<file path="src/rtl/multicycle_ctrl.sv">
// Multi-cycle sequencer for the single-ported R/I/J datapath.
// Walks each instruction through FETCH/DECODE/EXEC/MEM/WB, shares the one
// memory port between instruction fetch and load/store, counts retired
// instructions and halts on a halt instruction or a memory-ack timeout.
//
// Memory handshake: mem_req is held high for every FETCH/MEM cycle; the
// request completes in the first cycle where mem_req and mem_ack are both 1.
// mem_ack in any other state carries no meaning and is ignored. If the ack
// does not arrive within MEM_TIMEOUT cycles the request is dropped (mem_req
// low in that final cycle) and the sequencer parks in HALT.
module multicycle_ctrl #(
  parameter int CNT_W       = 32,
  parameter int MEM_TIMEOUT = 16
) (
  input  logic             clk,
  input  logic             rst,
  input  logic             run,
  input  logic [6:0]       ins_class,
  input  logic             alu_zero,
  input  logic             mem_ack,
  output logic             mem_req,
  output logic             mem_we,
  output logic             mem_is_fetch,
  output logic             ir_we,
  output logic             pc_we,
  output logic [1:0]       pc_src,
  output logic             alu_en,
  output logic             reg_we,
  output logic [1:0]       wb_sel,
  output logic [2:0]       state,
  output logic [CNT_W-1:0] retired,
  output logic             halted,
  output logic             timeout_err
);

  typedef enum logic [2:0] {
    S_IDLE   = 3'd0,
    S_FETCH  = 3'd1,
    S_DECODE = 3'd2,
    S_EXEC   = 3'd3,
    S_MEM    = 3'd4,
    S_WB     = 3'd5,
    S_HALT   = 3'd6
  } state_t;

  // Wait counter only has to reach MEM_TIMEOUT-1.
  localparam int WAIT_W = (MEM_TIMEOUT > 2) ? $clog2(MEM_TIMEOUT) : 1;
  localparam logic [WAIT_W-1:0] WAIT_LIMIT =
    WAIT_W'((MEM_TIMEOUT > 0) ? (MEM_TIMEOUT - 1) : 0);
  localparam bit TIMEOUT_EN = (MEM_TIMEOUT != 0);

  state_t             state_q, state_d;
  logic [WAIT_W-1:0]  wait_cnt;
  logic [CNT_W-1:0]   retired_q;
  logic               halted_q, timeout_q;
  logic               retire, tmo_hit, at_limit;
  logic               is_nop, is_j, is_ld, is_st, is_cond, is_r, is_i;

  // One-hot class after priority: nop > J > ld > st > cond > R > I.
  always_comb begin
    is_nop  = 1'b0;
    is_j    = 1'b0;
    is_ld   = 1'b0;
    is_st   = 1'b0;
    is_cond = 1'b0;
    is_r    = 1'b0;
    is_i    = 1'b0;
    if (ins_class[6])      is_nop  = 1'b1;
    else if (ins_class[3]) is_j    = 1'b1;
    else if (ins_class[2]) is_ld   = 1'b1;
    else if (ins_class[1]) is_st   = 1'b1;
    else if (ins_class[0]) is_cond = 1'b1;
    else if (ins_class[5]) is_r    = 1'b1;
    else if (ins_class[4]) is_i    = 1'b1;
  end

  assign at_limit = TIMEOUT_EN && (wait_cnt == WAIT_LIMIT);

  // Next-state and strobe decode; every strobe defaults low.
  always_comb begin
    state_d      = state_q;
    retire       = 1'b0;
    tmo_hit      = 1'b0;
    mem_req      = 1'b0;
    mem_we       = 1'b0;
    mem_is_fetch = 1'b0;
    ir_we        = 1'b0;
    pc_we        = 1'b0;
    pc_src       = 2'b00;
    alu_en       = 1'b0;
    reg_we       = 1'b0;
    wb_sel       = 2'b00;
    case (state_q)
      S_IDLE: begin
        if (run) state_d = S_FETCH;
      end
      S_FETCH: begin
        if (mem_ack) begin
          mem_req      = 1'b1;
          mem_is_fetch = 1'b1;
          ir_we        = 1'b1;
          pc_we        = 1'b1;
          state_d      = S_DECODE;
        end else if (at_limit) begin
          tmo_hit = 1'b1;
          state_d = S_HALT;
        end else begin
          mem_req      = 1'b1;
          mem_is_fetch = 1'b1;
        end
      end
      S_DECODE: begin
        if (is_nop) begin
          state_d = S_HALT;
        end else if (is_j) begin
          pc_we  = 1'b1;
          pc_src = 2'b10;
          retire = 1'b1;
        end else begin
          state_d = S_EXEC;
        end
      end
      S_EXEC: begin
        alu_en = 1'b1;
        if (is_ld || is_st) begin
          state_d = S_MEM;
        end else if (is_cond) begin
          pc_we  = alu_zero;
          pc_src = 2'b01;
          retire = 1'b1;
        end else if (is_r || is_i) begin
          state_d = S_WB;
        end else begin
          retire = 1'b1;
        end
      end
      S_MEM: begin
        if (mem_ack) begin
          mem_req = 1'b1;
          mem_we  = is_st;
          if (is_ld) state_d = S_WB;
          else       retire  = 1'b1;
        end else if (at_limit) begin
          tmo_hit = 1'b1;
          state_d = S_HALT;
        end else begin
          mem_req = 1'b1;
          mem_we  = is_st;
        end
      end
      S_WB: begin
        reg_we = 1'b1;
        wb_sel = is_ld ? 2'b01 : 2'b00;
        retire = 1'b1;
      end
      S_HALT: begin
        state_d = S_HALT;
      end
      default: begin
        state_d = S_IDLE;
      end
    endcase
    if (retire) state_d = run ? S_FETCH : S_IDLE;
  end

  // State register.
  always_ff @(posedge clk or posedge rst) begin
    if (rst) state_q <= S_IDLE;
    else     state_q <= state_d;
  end

  // Wait counter: counts un-acked FETCH/MEM cycles, cleared everywhere else.
  always_ff @(posedge clk or posedge rst) begin
    if (rst)
      wait_cnt <= '0;
    else if ((state_q == S_FETCH || state_q == S_MEM) && !mem_ack)
      wait_cnt <= wait_cnt + 1'b1;
    else
      wait_cnt <= '0;
  end

  // Retired-instruction counter, wraps naturally.
  always_ff @(posedge clk or posedge rst) begin
    if (rst)         retired_q <= '0;
    else if (retire) retired_q <= retired_q + 1'b1;
  end

  // Sticky halt and timeout flags.
  always_ff @(posedge clk or posedge rst) begin
    if (rst) begin
      halted_q  <= 1'b0;
      timeout_q <= 1'b0;
    end else begin
      if (state_d == S_HALT) halted_q  <= 1'b1;
      if (tmo_hit)           timeout_q <= 1'b1;
    end
  end

  assign state       = state_q;
  assign retired     = retired_q;
  assign halted      = halted_q;
  assign timeout_err = timeout_q;

endmodule

</file>
<file path="config.mk">
export PLATFORM = sky130hd
export DESIGN_NAME = multicycle_ctrl
export DESIGN_NICKNAME = d
export VERILOG_FILES = /design/src/rtl/multicycle_ctrl.sv
export SDC_FILE = /design/constraint.sdc
export NUM_CORES = 1
export LEC_CHECK = 0
export CAP_MARGIN = 5
export CELL_PAD_IN_SITES_DETAIL_PLACEMENT = 2
export CELL_PAD_IN_SITES_GLOBAL_PLACEMENT = 2
export CORE_UTILIZATION = 29
export CTS_CLUSTER_DIAMETER = 40
export DETAILED_ROUTE_END_ITERATION = 8
export PLACE_DENSITY_LB_ADDON = 0.1
export SKIP_CTS_REPAIR_TIMING = 1
export SKIP_LAST_GASP = 1
export SLEW_MARGIN = 20
export SYNTH_ARGS = -nofsm -noshare
export SYNTH_HDL_FRONTEND = slang
export SYNTH_SLANG_ARGS = --single-unit
</file>
<file path="constraint.sdc">
create_clock -name clk -period 2.07 [get_ports clk]
set_input_delay 0.5175 -clock clk [delete_from_list [all_inputs] [get_ports clk]]
set_output_delay 0.5175 -clock clk [all_outputs]
set_load 0.01 [all_outputs]
</file>
==> results.json <==
{
  "initial_utilization_pct": 30.0,
  "setup_viol": 1,
  "finalHoldViolations": 0,
  "synth_edf_count": 0,
  "first_iter_violations": 41,
  "port_buffers": 58,
  "cts_root_buf": "clkbuf_8",
  "multiInputGateArea_sq_um": 1130,
  "row_count": 31,
  "synth_common_cells": "dfrtp_1 (41), xnor2_1 (32), nand4_1 (18), nand3_1 (15), and3_1 (14)",
  "drt_first_pass_iters": 4,
  "ys_top_cells_by_area": "dfrtp_1 (47%), xnor2_1 (13%), nand4_1 (5.1%)",
  "power_density_nw_per_um2": 925,
  "area_delta_synth_final_pct": 54.8,
  "cts_tree": "done",
  "drc_errors": 0,
  "timing.final.ws_setup_ns": -0.105,
  "wl_mm": 7.25,
  "wl_met3_um": 272,
  "top_layer_used": "met4",
  "maxCapViolCount": 0,
  "first_global_vias": 2166,
  "critPathMaxFanout": 6,
  "start_kind": "flip-flop",
  "via_per_inst": 4.98,
  "pre_cts_ws_ns": -0.663,
  "synth.avg_cell_area_sq_um": 10.2,
  "fin_crit_ns": 2.17,
  "synth_area_sq_um": 2190,
  "ff_latch_area_sq_um": 1030,
  "die_y_um": 88.9,
  "cts.reportedPaths.clkPinSlew_ns": 0.08,
  "drv_slew": 0,
  "placed_area_sq_um": 3110,
  "fillers": 791,
  "routed-wl-met2_mm": 3.76,
  "max_freq_mhz": 460,
  "nNetsFinal": 331,
  "status": "finished with violations",
  "post-route-cell-area_sq_um": 3390,
  "synth_cell_types": 43,
  "netlist.area_leader.share_pct": 46.9,
  "post-route-period-util_pct": 105,
  "antenna_found_initial": 0,
  "overflow": 0,
  "synth_seq_cells": 41,
  "required_ns": 1.55,
  "postSynthCellCount": 214,
  "cts_buffers": 5,
  "seq_area_frac_synth_pct": 46.9,
  "place_congestion": 0.727,
  "hpwl_mm": 5.03,
  "wl_per_cell_um": 17.4,
  "die_w_um": 88.9,
  "violations": "negative setup slack",
  "path_class": "reg2out",
  "rsz0062_at_grt": "yes",
  "diodes": 0,
  "yosysTopAreaCell": "dfrtp_1",
  "tns_ns": -0.105,
  "finalClockSkew_ns": 0.0114,
  "p_leak_nw": 1.61,
  "syn-num-nets": 228,
  "cts_sinks": 41,
  "htreeDepth": 2,
  "grt_pass1_wl_mm": 10.6,
  "track_usage_pct": 17.5,
  "ios": 60,
  "drive_above_1_share_pct": 26.7,
  "dieArea_sq_um": 7900,
  "crit_arrival_ns": 1.66,
  "num_vias": 2077,
  "synth-warning-count": 0,
  "p_total_mw": 3.14,
  "cp-end-kind": "primary output",
  "post-route-util_pct": 46.5,
  "yosysMostFrequentCell": "dfrtp_1",
  "ant_nets": 0,
  "grt_max_degree": 42,
  "vdd_drop_max_v": 0.000304,
  "async_flop_share_pct": 100,
  "clk_path_buf_depth": 2,
  "synth-main-ff-cell": "dfrtp_1",
  "core_area_sq_um": 7290,
  "hp-class": "reg2reg",
  "wl_met1_mm": 3.14,
  "clk_latency_ns": 0.30
}
-- kinds of logic after synthesis --
kind of cell    Yosys count  share of synthesized area (%)
flops                    41                           46.9
fa+ha+maj                 2                           1.14
simple gates             98                           26.1
mux                       1                          0.515
buf+inv                  16                           4.46
xor+xnor                 34                           13.6
compound gates           21                           7.15
other cells               1                          0.171
-- per-layer routing --
metal	vias to the layer above	GRT usage [%]
li1	962	-
met1	1055	21.2
met2	52	32.7
met3	8	2.71
met4	0	3.52
met5	-	0
-- worst max-delay path: stages, from the launching register on --
cell and delay [ns]:
dfrtp_2 0.47, nor3b_2 0.17, buf_4 0.14, and2_1 0.16
a211o_1 0.26, dlymetal6s2s_1 0.17
-- layout make-up --
cell class / instances / area share, %
clock buffers: 5 / 2.03
inverters: 5 / 0.554
flip-flops and latches: 41 / 30.4
multi-input cells: 157 / 33.5
well taps: 99 / 3.66
clock inverters: 3 / 0.517
repair buffers: 107 / 29.4
-- path summary, 6_finish.rpt --
check	startpoint	to	slack (ns)	depth (start not counted)
max	state[0]$_DFF_PP0_	pc_we	-0.10	5
min	halted$_DFFE_PP0N_	halted$_DFFE_PP0N_	0.47	1
max reg2reg	state[2]$_DFF_PP0_	retired[30]$_DFFE_PP0P_	0.05	9
min reg2reg	halted$_DFFE_PP0N_	halted$_DFFE_PP0N_	0.47	1
max in group asynchronous	rst	state[0]$_DFF_PP0_	1.27	3
min in group asynchronous	rst	retired[9]$_DFFE_PP0P_	0.57	3
-- registers in the layout, indices dropped and copies added (netlist names) --
signal / count
halted: 1
retired: 32
state: 3
timeout_err: 1
wait_cnt: 4
-- cells in the final DEF (no fill, tap or decap), types with 3 or more instances in the layout --
master / count
inv_1: 5
clkbuf_8: 5
clkbuf_2: 5
o21ai_0: 4
buf_12: 3
buf_2: 3
nor2_1: 10
a21o_1: 3
and2_1: 3
nor2_2: 3
nand3_1: 15
and3_1: 13
dlymetal6s2s_1: 10
nand4_1: 18
clkdlybuf4s50_1: 40
dfrtp_1: 39
nand2_1: 11
and4_1: 5
nor2b_1: 4
buf_4: 43
xnor2_1: 32
-- where the power goes --
group | switching [mW] | internal, mW | leakage [nW] | total (mW)
sequential | 0.127 | 0.900 | 0.553 | 1.03
clock | 0.291 | 0.233 | 0.0439 | 0.525
combinational | 0.726 | 0.858 | 1.02 | 1.58
-- per-stage QoR --
stage | hold WS, ns | std cells
after global routing | 0.491 | 417
after CTS | 0.481 | 404
final | 0.471 | 417
after detailed placement | 0.459 | 396
after global placement | 0.444 | 396
after floorplan | 0.431 | 214
Power figures use the tool's default switching activity.
